## config.mk

```make
export PLATFORM = sky130hd
export DESIGN_NAME = datamover_cmd_sched
export DESIGN_NICKNAME = d
export VERILOG_FILES = /design/src/rtl/datamover_cmd_sched.sv
export SDC_FILE = /design/constraint.sdc
export NUM_CORES = 1
export LEC_CHECK = 0
export ABC_AREA = 1
export CAP_MARGIN = 25
export CORE_MARGIN = 4
export CORE_UTILIZATION = 45
export CTS_BUF_LIST = sky130_fd_sc_hd__clkbuf_8 sky130_fd_sc_hd__clkbuf_16
export CTS_CLUSTER_SIZE = 20
export DETAILED_ROUTE_END_ITERATION = 7
export PLACE_DENSITY = 0.87
export SYNTH_ARGS = -nofsm -noshare
export SYNTH_HDL_FRONTEND = slang
export SYNTH_SLANG_ARGS = --single-unit
```

## constraint.sdc

```tcl
create_clock -name clk_in1 -period 2.98 [get_ports clk_in1]
set_input_delay 0.298 -clock clk_in1 [delete_from_list [all_inputs] [get_ports clk_in1]]
set_output_delay 0.298 -clock clk_in1 [all_outputs]
set_load 0.005 [all_outputs]
```

## src/rtl/datamover_cmd_sched.sv

```systemverilog
// Round-robin command sequencer for the DataMover S2MM/MM2S command and status channels.
// One transfer is in flight at a time; returned status is matched by tag to the issuing requester.
//
// state    | meaning
// IDLE     | arbitrate between requesters, accept one descriptor
// CMD      | 72-bit command held on the selected channel until tready
// WAIT_STS | waiting for the tagged status or the timeout
// RESP     | one-cycle done pulse to the owning requester
module datamover_cmd_sched #(
  parameter int unsigned TIMEOUT_CYCLES = 65535,
  parameter bit          BURST_TYPE     = 1'b1
) (
  input  logic        clk_in1,
  input  logic        aresetn,
  input  logic [1:0]  req_valid,
  output logic [1:0]  req_ready,
  input  logic [1:0]  req_dir,
  input  logic [63:0] req_addr,
  input  logic [45:0] req_btt,
  output logic [1:0]  done_valid,
  output logic        done_err,
  output logic [7:0]  done_sts,
  output logic [71:0] s2mm_cmd_tdata,
  output logic        s2mm_cmd_tvalid,
  input  logic        s2mm_cmd_tready,
  output logic [71:0] mm2s_cmd_tdata,
  output logic        mm2s_cmd_tvalid,
  input  logic        mm2s_cmd_tready,
  input  logic [7:0]  s2mm_sts_tdata,
  input  logic        s2mm_sts_tvalid,
  output logic        s2mm_sts_tready,
  input  logic [7:0]  mm2s_sts_tdata,
  input  logic        mm2s_sts_tvalid,
  output logic        mm2s_sts_tready,
  output logic        stale_sts
);

  typedef enum logic [1:0] {IDLE, CMD, WAIT_STS, RESP} state_t;

  state_t      state;
  logic        live;
  logic        last;
  logic [2:0]  seq;
  logic        id;
  logic        dir;
  logic [3:0]  tag;
  logic [31:0] tmo_cnt;

  logic        grant;
  logic        accept;
  logic        dir_g;
  logic [31:0] addr_g;
  logic [22:0] btt_g;
  logic [71:0] cmd_word;
  logic        s2mm_fire;
  logic        mm2s_fire;
  logic        sel_fire;
  logic [7:0]  sel_sts;
  logic        match;
  logic        timeout;
  logic        stale;
  logic        cmd_done;

  always_comb begin
    grant = 1'b0;
    case (req_valid)
      2'b10:   grant = 1'b1;
      2'b11:   grant = ~last;
      default: grant = 1'b0;
    endcase
  end

  // live gates acceptance so req_ready stays low until the first edge after reset release
  assign accept    = live && (state == IDLE) && (req_valid != 2'b00);
  assign req_ready = accept ? (grant ? 2'b10 : 2'b01) : 2'b00;

  assign dir_g    = grant ? req_dir[1] : req_dir[0];
  assign addr_g   = grant ? req_addr[63:32] : req_addr[31:0];
  assign btt_g    = grant ? req_btt[45:23] : req_btt[22:0];
  assign cmd_word = {4'b0000, seq, grant, addr_g, 1'b0, 1'b1, 6'b000000, BURST_TYPE, btt_g};

  assign s2mm_sts_tready = live;
  assign mm2s_sts_tready = live;
  assign s2mm_fire = s2mm_sts_tvalid & live;
  assign mm2s_fire = mm2s_sts_tvalid & live;
  assign sel_fire  = dir ? mm2s_fire : s2mm_fire;
  assign sel_sts   = dir ? mm2s_sts_tdata : s2mm_sts_tdata;
  assign match     = (state == WAIT_STS) && sel_fire && (sel_sts[3:0] == tag);
  assign timeout   = (state == WAIT_STS) && (TIMEOUT_CYCLES != 0) && (tmo_cnt == TIMEOUT_CYCLES);
  // anything that fired but was not the matching status on the selected channel is dropped
  assign stale     = (s2mm_fire && !(match && !dir)) || (mm2s_fire && !(match && dir));
  assign cmd_done  = dir ? (mm2s_cmd_tvalid && mm2s_cmd_tready) : (s2mm_cmd_tvalid && s2mm_cmd_tready);

  always_ff @(posedge clk_in1 or negedge aresetn) begin
    if (!aresetn) begin
      state           <= IDLE;
      live            <= 1'b0;
      last            <= 1'b1;
      seq             <= 3'd0;
      id              <= 1'b0;
      dir             <= 1'b0;
      tag             <= 4'd0;
      tmo_cnt         <= 32'd0;
      s2mm_cmd_tdata  <= 72'd0;
      s2mm_cmd_tvalid <= 1'b0;
      mm2s_cmd_tdata  <= 72'd0;
      mm2s_cmd_tvalid <= 1'b0;
      done_valid      <= 2'b00;
      done_err        <= 1'b0;
      done_sts        <= 8'h00;
      stale_sts       <= 1'b0;
    end else begin
      live       <= 1'b1;
      done_valid <= 2'b00;
      stale_sts  <= stale;
      case (state)
        IDLE: begin
          if (accept) begin
            last <= grant;
            id   <= grant;
            dir  <= dir_g;
            tag  <= {seq, grant};
            seq  <= seq + 3'd1;
            if (btt_g == 23'd0) begin
              done_valid <= grant ? 2'b10 : 2'b01;
              done_err   <= 1'b1;
              done_sts   <= 8'h00;
              state      <= RESP;
            end else begin
              if (dir_g) begin
                mm2s_cmd_tdata  <= cmd_word;
                mm2s_cmd_tvalid <= 1'b1;
              end else begin
                s2mm_cmd_tdata  <= cmd_word;
                s2mm_cmd_tvalid <= 1'b1;
              end
              state <= CMD;
            end
          end
        end
        CMD: begin
          if (cmd_done) begin
            s2mm_cmd_tvalid <= 1'b0;
            mm2s_cmd_tvalid <= 1'b0;
            tmo_cnt         <= 32'd0;
            state           <= WAIT_STS;
          end
        end
        WAIT_STS: begin
          if (match) begin
            done_valid <= id ? 2'b10 : 2'b01;
            done_err   <= ~sel_sts[7] | sel_sts[6] | sel_sts[5] | sel_sts[4];
            done_sts   <= sel_sts;
            state      <= RESP;
          end else if (timeout) begin
            done_valid <= id ? 2'b10 : 2'b01;
            done_err   <= 1'b1;
            done_sts   <= 8'h00;
            state      <= RESP;
          end else if (TIMEOUT_CYCLES != 0) begin
            tmo_cnt <= tmo_cnt + 32'd1;
          end
        end
        RESP: state <= IDLE;
        default: state <= IDLE;
      endcase
    end
  end

endmodule

```

-- Yosys cells after proc, flatten, opt, wreduce, memory -nomap -nowiden
Index checks and enable logic that the tools add are counted.
- bits in registers: 181
- bits in latches: 0
- RAM bits: 0
- bits in read-only memories: 0
- bits of input ports: 136
- output and inout port bits: 162
- memories: 0
- add/subtract/negate cells: 2
- multiply operators: 0
- div/mod/pow operators: 0
- $lt $le $gt $ge: 0
- equality and inequality tests: 16
- shift-type cells: 0
- mux-type cells: 44
- bitwise gates (word level): 9
- reduce and logical (&&, ||, !) cells: 29
- operators by type and width (operator ; number):
    2-to-1 mux 32 bit ; 4
    case mux 32 bit (2 select lines) ; 1
    2-to-1 mux 8 bit ; 5
    adder 32 x 1 -> 32 bit (second input constant) ; 1
    == test 32 x 16 -> 1 bit (second input constant) ; 1
    2-to-1 mux 2 bit ; 12
    logical NOT 23 bit ; 1
    2-to-1 mux 23 bit ; 1
    case mux 8 bit (2 select lines) ; 1
    AND reduction 4 bit ; 4
    2-to-1 mux 1 bit ; 14
    inequality test 2 bit (second input constant) ; 7
    logical AND 1 bit ; 11
    AND reduction 5 bit ; 2
    == test 2 bit (second input constant) ; 4
    case mux 1 bit (2 select lines) ; 4
    case mux 2 bit (4 select lines) ; 1
    nonzero test 2 bit ; 4
    == test 4 bit ; 1
    NOT 1 bit ; 4
    case mux 2 bit (2 select lines) ; 1
    adder 3 x 1 -> 3 bit (second input constant) ; 1
    logical NOT 1 bit ; 3
    inequality test 3 bit (second input constant) ; 1
    other kinds (8) ; 11

-- Logic depth before layout (Yosys ltp)
Gate-level depths: netlist of the first run.
- word-level depth: 8
- mapped depth: 15
- mapped depth without buffers: 14

-- Worst setup path before layout of the first run
No wires, ideal clock.
- path kind: reg-to-reg
- start: register state[0]
- end: register mm2s_cmd_tdata[10]
- library setup time: 0.124 ns
- arrival time: 1.931 ns
- data required time: 2.856 ns
- setup slack: 0.925 ns
- cell stages (with the launch flop): 14
- path buffers: 4
- cell sequence: dfrtp_1 inv_1 ha_1 clkbuf_1 nand2_1 nor2_2 nand2_1 inv_1 nand2_1 buf_4 buf_6 buf_8 nand2_2 o21ai_2
- longest elaborated chain between the ends: 4
- ends and longest elaborated chain (item ; RTL line ; RTL):
    start: declaration ; 40 ; state_t state;
    start signal: assignment ; 96 ; state <= IDLE;
    start signal: assignment ; 128 ; state <= RESP;
    start signal: assignment ; 137 ; state <= CMD;
    logical NOT 2 bit (*) ; 74, 116 ;
    logical AND 1 bit (2 in a row) ; 74 ; assign accept = live && (state == IDLE) && (req_valid != 2'b00);
    AND reduction 4 bit (no line) (*) ; n/a ;
    end signal: assignment ; 131 ; mm2s_cmd_tdata <= cmd_word;
    end: declaration ; 26 ; output logic [71:0] mm2s_cmd_tdata,
Mark *: on every way between the ends. The rest lies on a longest branch, timed or not.
A chain may end at the register's enable or synchronous reset.

-- Worst setup path after layout of the first run
- start: register last
- end: output port req_ready[0]
- longest elaborated chain between the ends: 4
- ends and longest elaborated chain (item ; RTL line ; RTL):
    start: declaration ; 42 ; logic last;
    start signal: assignment ; 119 ; last <= grant;
    NOT 1 bit ; 68 ; 2'b11: grant = ~last;
    case mux 1 bit (2 select lines) ; 66 ; case (req_valid)
    2-to-1 mux 2 bit (2 in a row) ; 75 ; assign req_ready = accept ? (grant ? 2'b10 : 2'b01) : 2'b00;
    end: declaration ; 16 ; output logic [1:0] req_ready,
No other way between the ends.

==> results of run 1 <==
## registers in the layout, summed over array words and instances (netlist names), 2 cells and up
name / count
tmo_cnt: 32
seq: 3
mm2s_cmd_tdata: 60
s2mm_cmd_tdata: 60
state: 2
done_sts: 8
done_valid: 2
tag: 4
## placed cells by master (no fill, tap or decap), types with 12 or more instances in the layout
cell             netlist  layout
buf_4                 30      14
clkbuf_16              0      17
clkdlybuf4s50_1        0     274
conb_1                 2      23
dfrtp_1              177     177
inv_1                 91      91
mux2i_1               36      36
nand2_1              345     344
nand2_2               12      12
nand3_1               61      61
nand4_1               28      28
nor2_1                79      78
nor3_1                14      14
o21ai_0              140     140
o21ai_1               19      19
o21ai_2               12      12
## stage by stage
stage / total power, uW / cell area, um2 / hold slack, ps / instances
3_5_place_dp: 8190 / 12100 / 333 / 1643
5_1_grt: 11200 / 12700 / 483 / 1676
3_3_place_gp: 8040 / 12100 / 332 / 1643
4_1_cts: 10600 / 12700 / 445 / 1676
2_1_floorplan: 5640 / 9200 / 2.41 / 1158
6_report: 10500 / 12700 / 419 / 1676
## worst max-delay path: cells and delay by family (launching register included)
kind,cells,cell delay (ps)
buffers and inverters,3,870
DFF,1,560
and+or+nand+nor,3,410
## cells by family after synthesis
logic type / synth area share (%)
other: 0.0823
adder cells (fa/ha/maj): 0.686
XOR/XNOR: 0.864
buffers and inverters: 9.18
AND/OR/NAND/NOR: 26.3
multiplexers: 3.95
AO/OA/AOI/OAI: 10.1
flip-flops: 48.8
## repair_timing
action / in CTS / in global routing
buffers inserted: 0 / 0
hold buffers: 1 / 0
hold endpoints to repair: 62 / 0
## cell type report
type                    count  area [um2]  area share [%]
clock inverters            13         159            1.25
well taps                 265         332            2.61
flip-flops and latches    178        4460            35.1
repair buffers            298        3030            23.8
multi-input cells         810        3930            30.9
inverters                  93         349            2.75
clock buffers              19         453            3.57
## power groups by stage
stage	clock network, uW	registers (uW)	logic, uW
2_1_floorplan	0	3820	1820
3_3_place_gp	0	3820	4230
3_5_place_dp	0	3840	4350
4_1_cts	2370	3830	4390
5_1_grt	2470	3930	4760
6_report	2340	3840	4360
## per-layer routing
| metal | up-vias | part of all wire, % | routed length, um |
|---|---|---|---|
| met2 | 319 | 48 | 13900 |
| met3 | 51 | 7.0 | 2030 |
| met4 | 2 | 2.8 | 806 |
| met1 | 4120 | 42 | 12200 |
| li1 | 4146 | - | - |
| met5 | - | 0.045 | 13 |
## worst max path at each step
stage	endpoint	slack, ps	cells past startpoint
final	req_ready[0]	380	6
after global routing	s2mm_cmd_tdata[44]$_DFFE_PN0P_	180	14
after CTS	req_ready[0]	370	6
after detailed placement	s2mm_cmd_tdata[34]$_DFFE_PN0P_	130	15
after global placement	s2mm_cmd_tdata[44]$_DFFE_PN0P_	220	14
after floorplan	mm2s_cmd_tdata[10]$_DFFE_PN0P_	930	13
==> impl_metrics.yaml, run 1 <==
synth:
  seq_area_frac_synth_pct: 48.8
  syn_area_per_cell_um2: 8.02
  synth_flop_cell: "dfrtp_1"
  synth_area_leaders: "dfrtp_1, nand2_1, o21ai_0"
  synth_most_common_cell: "nand2_1"
  synth_common_cells: "nand2_1, dfrtp_1, o21ai_0, inv_1, nor2_1"
  synth_seq_cells: 178
  async_flop_share_pct: 100
  synthCells: 1137
  ys_warn_count: 0
  synth_cell_types: 36
  syn_area_um2: 9120
  synth_top_area_cell: "dfrtp_1"
  synth_edf_count: 0
  synth_top_area_share_pct: 48.6
grt:
  grt-ovfl-total: 0
  top_usage_layer: "met2"
  groute.usage.overall_pct: 25.3
  met1_usage_pct: 33.2
  grt_pass1_vias: 8304
  grt_max_degree: 67
  antenna_found_initial: 1
  use_met2_pct: 41.2
  grt_pass1_wl_um: 44400
  gr-usage-met3_pct: 6.32
floorplan:
  core_um2: 19700
  rows: 51
  dieHeight_um: 150
  dieWidth_um: 150
  die_area_um2: 22600
  initial_core_util_pct: 46.3
  ios: 298
pwr:
  power_frac_seq_pct: 36.4
  p_switching_uw: 3740
  internal_power_uw: 6800
  p_leak_uw: 0.00594
  clock_power_share_pct: 22.2
  power.density_nw_per_um2: 829
  combPwrFrac_pct: 41.4
  irDropWorstVdd_mv: 0.522
  switching_share_pct: 35.5
critical_path:
  slowest_delay_ps: 560
  arrival_ps: 2300
  r2r_cells: 14
  cp.required_ps: 2680
  cp_cell_sequence: "nand2_4, nand2_4, buf_4, inv_1, nor2_1, clkdlybuf4s50_1"
  endpoint_kind: "output pin"
  r2r-start: "last$_DFFE_PN1P_"
  path_class: "reg2out"
  cp-startpoint: "last$_DFFE_PN1P_"
  reg2reg_slack_ps: 400
  cpMaxStageDelayCell: "dfstp_2"
  cp_common_cell: "nand2_4"
  cp-start-kind: "flip-flop"
  r2r_end: "mm2s_cmd_tdata[62]$_DFFE_PN0P_"
  path_max_fanout: 20
drt:
  drt_iter0_markers: 726
  remaining_drc_errors: 0
  viasPerCell: 5.15
  ant_nets: 0
  vias: 8638
  wl_per_cell_um: 17.3
  routed_wl_um: 29000
  drt_first_pass_iters: 5
clock_network:
  cts_buffers: 17
  cts_root_buffer: "clkbuf_16"
  postCtsResizedCells: 0
  clockBufferDepth: 2
  cts_tree: "built"
  worstSkewPairLatency_ps: 440
  h-tree-depth: 4
  clock_sinks: 178
  clk_pin_slew_ps: 70
placement:
  io_buffers: 275
  dp_slack_ps: 131
  gp_congestion: 0.890
  hpwl_um: 22200
sta:
  finalCritPeriodShare_pct: 87.2
  hold_viol: 0
  worst_pin_slew_ps: 632
  fin_skew_ps: 10.4
  grt_setup_unrepaired: "false"
  finalSetupTns_ps: 0
  fin_ws_ps: 382
  slew_headroom_pct: 57.9
  fmax_mhz: 385
  min_period_ps: 2600
  finalMaxSlewViolations: 0
  setup_viol: 0
final_layout:
  fillCellCount: 1594
  final_layout_size_suffix_gt1_share_pct: 6.80
  nNetsFinal: 1539
  area_growth_pct: 39.3
  num_antenna_cells: 0
  final_util_pct: 64.4
hold_path:
  hp-class: "in2async"
outcome:
  status: "complete, no violations"
run:
  maxCapViolCount: 0
Note: power is estimated with default switching activity, not from simulation.
==> run 2: changes to the inputs <==
CORE_MARGIN = not set   (was 4)
MAX_ROUTING_LAYER = met4   (was not set)
==> impl_metrics.yaml, run 2 (synthesis results as in run 1) <==
sta:
  min_period_ps: 2590
  hold_viol: 0
  finalMaxSlewViolations: 0
  fin_hold_ws_ps: 461
  fin_ws_ps: 392
  fin_skew_ps: 13.6
  fmax_mhz: 386
  slew_headroom_pct: 45.5
  setup_viol: 0
  worst_pin_slew_ps: 818
  finalCritPeriodShare_pct: 86.8
  finalSetupTns_ps: 0
  grt_setup_unrepaired: "false"
final_layout:
  most-common-layout-cells: "nand2_1, clkdlybuf4s50_1, dfrtp_1, o21ai_0, inv_1"
  top_regs: "mm2s_cmd_tdata: 60 flops, s2mm_cmd_tdata: 60 flops, tmo_cnt: 32 flops"
  area_growth_pct: 40.4
  mostFrequentLayoutCell: "nand2_1"
  final_cells: 1686
  fillCellCount: 1617
  final_util_pct: 65.2
  final_layout_size_suffix_gt1_share_pct: 7.39
  nNetsFinal: 1548
clock_network:
  cts_buffers: 17
  cts_root_buffer: "clkbuf_16"
  clockBufferDepth: 2
  cts_tree: "built"
  h-tree-depth: 4
  worstSkewPairLatency_ps: 440
  postCtsSetupBuffers: 0
  clk_pin_slew_ps: 80
  clock_sinks: 178
floorplan:
  ios: 298
  dieHeight_um: 144
  rows: 51
  die_area_um2: 20800
  dieWidth_um: 144
  initial_core_util_pct: 46.4
  core_um2: 19700
placement:
  io_buffers: 275
  dp_cells: 1651
  hpwl_um: 21700
  dp_slack_ps: 78.5
  gp_congestion: 0.959
critical_path:
  arrival_ps: 2920
  path_max_fanout: 30
  reg2reg_slack_ps: 390
  path_class: "reg2reg"
  cp.required_ps: 3320
  cp-start-kind: "flip-flop"
  endpoint_kind: "flip-flop"
grt:
  use_met2_pct: 45.4
  met1_usage_pct: 36.3
  grt_pass1_vias: 8474
  groute.usage.overall_pct: 28.9
  grt_max_degree: 86
  top_usage_layer: "met2"
  grt_pass1_wl_um: 44200
  antenna_found_initial: 0
  grt-ovfl-total: 0
  gr-usage-met3_pct: 5.46
run:
  maxCapViolCount: 0
hold_path:
  hp-class: "in2reg"
drt:
  wl_per_cell_um: 17.0
  viasPerCell: 5.18
  vias: 8739
  drt_first_pass_iters: 5
  routed_wl_um: 28700
  ant_nets: 0
  remaining_drc_errors: 0
  drt_iter0_markers: 636
pwr:
  p_leak_uw: 0.00600
  power.density_nw_per_um2: 832
  irDropWorstVdd_mv: 0.514
outcome:
  status: "complete, no violations"
## run 2: worst max-delay path, cell delays in order (launching register included)
cell and delay [ps]:
dfstp_2 570, nand2_4 100, nand2_4 280, nand2_1 80, nand2_1 230, inv_2 40
nor2_1 100, nand2_1 60, nor2_1 120, nand3_2 220, nand2_4 260, buf_12 200
nand2_1 90, o21ai_0 120
## run 2: layer usage
layer,routed length (um),up-vias
met1,11600,4114
met5,0,-
met2,14100,397
li1,-,4163
met4,920,0
met3,2090,65
## run 2: final cells by class
type / count / area, um2 / share of cell area (%)
diodes: 1 / 2.50 / 0.0195
clock buffers: 18 / 439 / 3.43
clock inverters: 14 / 190 / 1.48
inverters: 93 / 349 / 2.72
multi-input cells: 810 / 3930 / 30.6
flip-flops and latches: 178 / 4460 / 34.8
well taps: 265 / 332 / 2.59
repair buffers: 307 / 3120 / 24.3
## run 2: per-stage QoR
step	instance area, um2	power, uW
after floorplan	9200	5640
after global placement	12200	8040
after global routing	12800	11300
after CTS	12800	10700
after detailed placement	12200	8200
final	12800	10700
## run 2: where the power goes
group	switching (uW)	total [uW]	internal (uW)	leakage [uW]
Combinational	2170	4410	2240	0.00343
Clock	1070	2370	1310	0.000308
Sequential	603	3870	3270	0.00227
## run 2: repair_timing
item / in CTS / in global routing
endpoints found under the hold margin: 80 / 0
hold buffers: 1 / 0
resized for setup: 0 / 0
## run 2: path summary, 6_finish.rpt
path	depth (start not counted)	endpoint	from
setup reg to reg	13	mm2s_cmd_tdata[61]$_DFFE_PN0P_	last$_DFFE_PN1P_
max in group asynchronous	3	last$_DFFE_PN1P_	aresetn
setup / recovery	13	mm2s_cmd_tdata[61]$_DFFE_PN0P_	last$_DFFE_PN1P_
min in group asynchronous	2	mm2s_cmd_tdata[11]$_DFFE_PN0P_	aresetn
hold reg to reg	2	s2mm_cmd_tdata[37]$_DFFE_PN0P_	s2mm_cmd_tdata[37]$_DFFE_PN0P_
hold / removal	3	stale_sts$_DFF_PN0_	s2mm_sts_tvalid
==> edit 1, RTL diff (config.mk and constraints of run 1) <==
`BURST_TYPE`: 1'b1 -> 1'b0.
--- a/src/rtl/datamover_cmd_sched.sv
+++ b/src/rtl/datamover_cmd_sched.sv
@@ -10,3 +10,3 @@
   parameter int unsigned TIMEOUT_CYCLES = 65535,
-  parameter bit          BURST_TYPE     = 1'b1
+  parameter bit          BURST_TYPE     = 1'b0
 ) (
Behaviour: not the same (a bounded check fails within 4 cycles, from zero or initial values and one cycle with aresetn low).
==> edit 1 against run 1 <==
Area after synthesis unchanged; utilization hardly changed; sequential share of layout area hardly changed; fmax shrank 1.2%; design area about the same; first-iteration DRC count down 34%; power about the same; wire length down 1.7%; sequential cell count did not move; setup slack got worse by 31 ps; critical endpoint unchanged; largest power group unchanged.
==> edit 1: results (changes against run 1) <==
| Metric | Value |
|---|---|
| DP HPWL | 22,100 um (-0.49%) |
| Pwr dens | 829 nW/um^2 (about the same) |
| GR Layer Usage met3 | 4.79% (-1.5 points) |
| Synth Area in Compound Gates | 10.3% (+0.12 points) |
| Data arrival, critical path | 2330 ps (+30 ps) |
| Worst R2R End | mm2s_cmd_tdata[18] |
| Seq pwr share | 36.3% (about the same) |
| Final Skew | 14.9 ps (+4.53 ps) |
| WL/cell | 17.0 um (-1.7%) |
| Max incr delay on CP | 600 ps (+40 ps) |
| First-pass GRT wire length | 44,400 um (about the same) |
| Gr usage total | 25.0% (-0.27 points) |
| Top cells by area, synth | dfrtp_1 49%, nand2_1 14%, o21ai_0 7.7% |
| R2R depth | 11 (-3) |
| Synth top cells by count | 342 x nand2_1, 177 x dfrtp_1, 140 x o21ai_0 |
| Hold slack final | 449 ps (+30.5 ps) |
| Maximum VDD drop | 0.469 mV (-10%) |
| Port-buffer cells | 273 (-0.73%) |
| CP Max Fanout | 35 (+75%) |
| Status | completed |
| P_sw | 3.83 mW (+2.5%) |
| DR vias | 8,643 (+0.058%) |
| Fillers | 1,626 (+2.0%) |
| Share of cells above drive strength 1 | 6.95% (+0.14 points) |
| Worst Max-Slew Pin Slew | 671 ps (+38.6 ps) |
| Largest net degree at the start of global routing | 88 (+31%) |
| RePlAce Congestion | 0.903 (+1.5%) |
| R2R Setup Slk | 350 ps (-50 ps) |
[edit 1: cell types whose count changed after synthesis]
cell,before,now
o22ai_1,1,2
a21oi_1,1,2
inv_1,91,92
clkbuf_1,9,8
nor2_1,79,77
buf_4,30,31
nand2_1,345,342
[edit 1: cell type report]
class | count | share of cell area [%]
flip-flops and latches | 178 | 35.1
multi-input cells | 809 | 30.9
repair buffers | 298 | 23.6
clock buffers | 17 | 3.35
inverters | 94 | 2.78
well taps | 265 | 2.61
clock inverters | 15 | 1.62
[edit 1: through the flow]
stage,power (mW),instances,setup WS [ps]
2_1_floorplan,5.63,1158,949
3_3_place_gp,8.03,1643,217
3_5_place_dp,8.19,1643,113
4_1_cts,10.6,1676,364
5_1_grt,11.2,1676,139
6_report,10.5,1676,351
[edit 1: routing by layer]
metal	routed length, um	share of wire, %
met1	11500	41
met2	14000	49
met3	2040	7.2
met4	803	2.8
met5	8	0.028
==> edit 2, RTL diff (flow settings as in run 1) <==
Made on the original files. Register the output `done_err` once more, without a reset; this adds one clock of latency there. The other outputs are not delayed to match.
--- a/src/rtl/datamover_cmd_sched.sv
+++ b/src/rtl/datamover_cmd_sched.sv
@@ -38,2 +38,4 @@
   typedef enum logic [1:0] {IDLE, CMD, WAIT_STS, RESP} state_t;
+
+  logic done_err_s0;
 
@@ -108,3 +110,3 @@
       done_valid      <= 2'b00;
-      done_err        <= 1'b0;
+      done_err_s0     <= 1'b0;
       done_sts        <= 8'h00;
@@ -125,3 +127,3 @@
               done_valid <= grant ? 2'b10 : 2'b01;
-              done_err   <= 1'b1;
+              done_err_s0 <= 1'b1;
               done_sts   <= 8'h00;
@@ -151,3 +153,3 @@
             done_valid <= id ? 2'b10 : 2'b01;
-            done_err   <= ~sel_sts[7] | sel_sts[6] | sel_sts[5] | sel_sts[4];
+            done_err_s0 <= ~sel_sts[7] | sel_sts[6] | sel_sts[5] | sel_sts[4];
             done_sts   <= sel_sts;
@@ -156,3 +158,3 @@
             done_valid <= id ? 2'b10 : 2'b01;
-            done_err   <= 1'b1;
+            done_err_s0 <= 1'b1;
             done_sts   <= 8'h00;
@@ -169,2 +171,6 @@
 
+  always_ff @(posedge clk_in1) begin
+    done_err <= done_err_s0;
+  end
+
 endmodule
Formal check against the unedited RTL: not equivalent (Yosys sat finds a counterexample within 4 cycles, from zero or initial values and one cycle with aresetn low).
==> edit 2 against run 1 <==
Setup slack got worse by 92 ps; area after synthesis grew 1.3%; non-clock buffer count is the same; count of clock-buffer cells in the layout shrank 2; largest cell class unchanged; worst hold slack worse by 38 ps; largest power group unchanged; highest routed layer is now met4; wire length increased by 2.3%; sequential cell count grew 1; register-to-register slack better by 50 ps; first-iteration DRC count fell by 24%; sequential share of layout area is 0.20 points lower; die area up 1.2%; design area rose by 1.0%; power grew 2.6%.
==> edit 2: results (changes against run 1) <==
| Metric | Value |
|---|---|
| FFs w/ async S/R, synth | 99.4% (-0.56 points) |
| Synth warnings | 0 (unchanged) |
| First drt pass iteration count | 6 (+1) |
| Top cells by area, synth | dfrtp_1 48%, nand2_1 14%, o21ai_0 7.4% |
| Worst Max-Slew Pin Slew | 735 ps (+103 ps) |
| Number of global-route vias before repair | 8,494 (+2.3%) |
| Min-delay src | done_err_s0 |
| DR vias | 8,668 (+0.35%) |
| Critical Path End | req_ready[0] |
| GR Layer Usage met3 | 4.85% (-1.5 points) |
| 1st-iter DRT viols | 549 (-24%) |
| R2R Setup Slk | 450 ps (+50 ps) |
| Synth Flop Type | dfrtp_1 |
| Worst Hold Class | flop to flop |
| CP Max Fanout | 9 (-55%) |
| Data arrival, critical path | 2390 ps (+90 ps) |
| Clk pwr share | 21.8% (-0.4 points) |
| Share of cells above drive strength 1 | 7.65% (+0.85 points) |
| Leak Pwr | 5.99 nW (+0.88%) |
| Area post-placement | 12,200 um^2 (+0.79%) |
| R2R depth | 12 (-2) |
| Hold slack final | 381 ps (-37.9 ps) |
| Fillers | 1,652 (+3.6%) |
| Sw Share | 37.3% (+1.8 points) |
| Postcts setup bufs | 0 (unchanged) |
| Worst R2R End | s2mm_cmd_tdata[57] |
| Largest net degree at the start of global routing | 75 (+12%) |
| Post-synthesis sequential area ratio | 48.4% (-0.42 points) |
| First-pass GRT wire length | 45,200 um (+1.7%) |
| Worst Setup SP | state[1] |
| WL/cell | 17.5 um (+1.2%) |
| Final Skew | 14.0 ps (+3.59 ps) |
| Status | completed |
| DP HPWL | 22,500 um (+1.7%) |
| Final #Nets | 1,552 (+0.84%) |
| Number of distinct library cells after synthesis | 38 (+5.6%) |
| RePlAce Congestion | 0.934 (+4.9%) |
| Synth top cells by count | 351 x nand2_1, 177 x dfrtp_1, 137 x o21ai_0 |
| Seq. pwr | 3.92 mW (+2%) |
| GR Util met2 | 44.0% (+2.8 points) |
| Hold-fix buffer count after cts | 1 (unchanged) |
| Gr usage total | 25.4% (+0.070 points) |
| M1 GR Usage | 30.2% (-3.0 points) |
| Worst-path cell with the longest stage delay | clkdlybuf4s50_1 |
| Worst hold stages | 0 |
| Post_cts resized | 0 (unchanged) |
| Maximum VDD drop | 0.567 mV (+8.8%) |
[edit 2: worst max-delay path: cells and delay by family, from the launching register on]
kind / cells / cell delay, ps
simple gates: 3 / 460
buf+inv: 3 / 750
fa+ha+maj: 1 / 340
flops: 1 / 420
[edit 2: metrics by stage]
stage | utilization (%) | setup WS, ps | std cells | total power [mW]
after global routing | 63.4 | 159 | 1695 | 11.5
final | 63.4 | 290 | 1695 | 10.8
after floorplan | - | 924 | 1172 | 5.85
after detailed placement | 60.2 | 140 | 1661 | 8.46
after global placement | 60.2 | 186 | 1661 | 8.28
after CTS | 63.4 | 263 | 1694 | 10.9
[edit 2: metal layers]
| metal | part of all wire (%) | wire, um | vias up |
|---|---|---|---|
| met2 | 50 | 14700 | 326 |
| met5 | 0 | 0 | - |
| met1 | 39 | 11400 | 4087 |
| met3 | 7.2 | 2120 | 69 |
| li1 | - | - | 4186 |
| met4 | 4.7 | 1390 | 0 |
[edit 2: final cells by class]
type	instances	area share, %
antenna	1	0.0195
clock buffer	17	3.32
clock inverter	15	1.70
inverter	90	2.63
multi-input combinational	825	31.4
sequential	179	34.9
tap	270	2.63
timing repair buffer	298	23.4
[edit 2: cells by family (layout without fill, tap and decap cells)]
| family | Yosys count | after routing | synth area share (%) |
|---|---|---|---|
| buf+inv | 168 | 420 | 8.98 |
| simple gates | 578 | 578 | 26.8 |
| mux | 35 | 35 | 3.79 |
| flops | 179 | 179 | 48.4 |
| other cells | 2 | 24 | 0.0813 |
| xor+xnor | 9 | 9 | 0.853 |
| fa+ha+maj | 5 | 5 | 0.677 |
| compound gates | 175 | 175 | 10.4 |
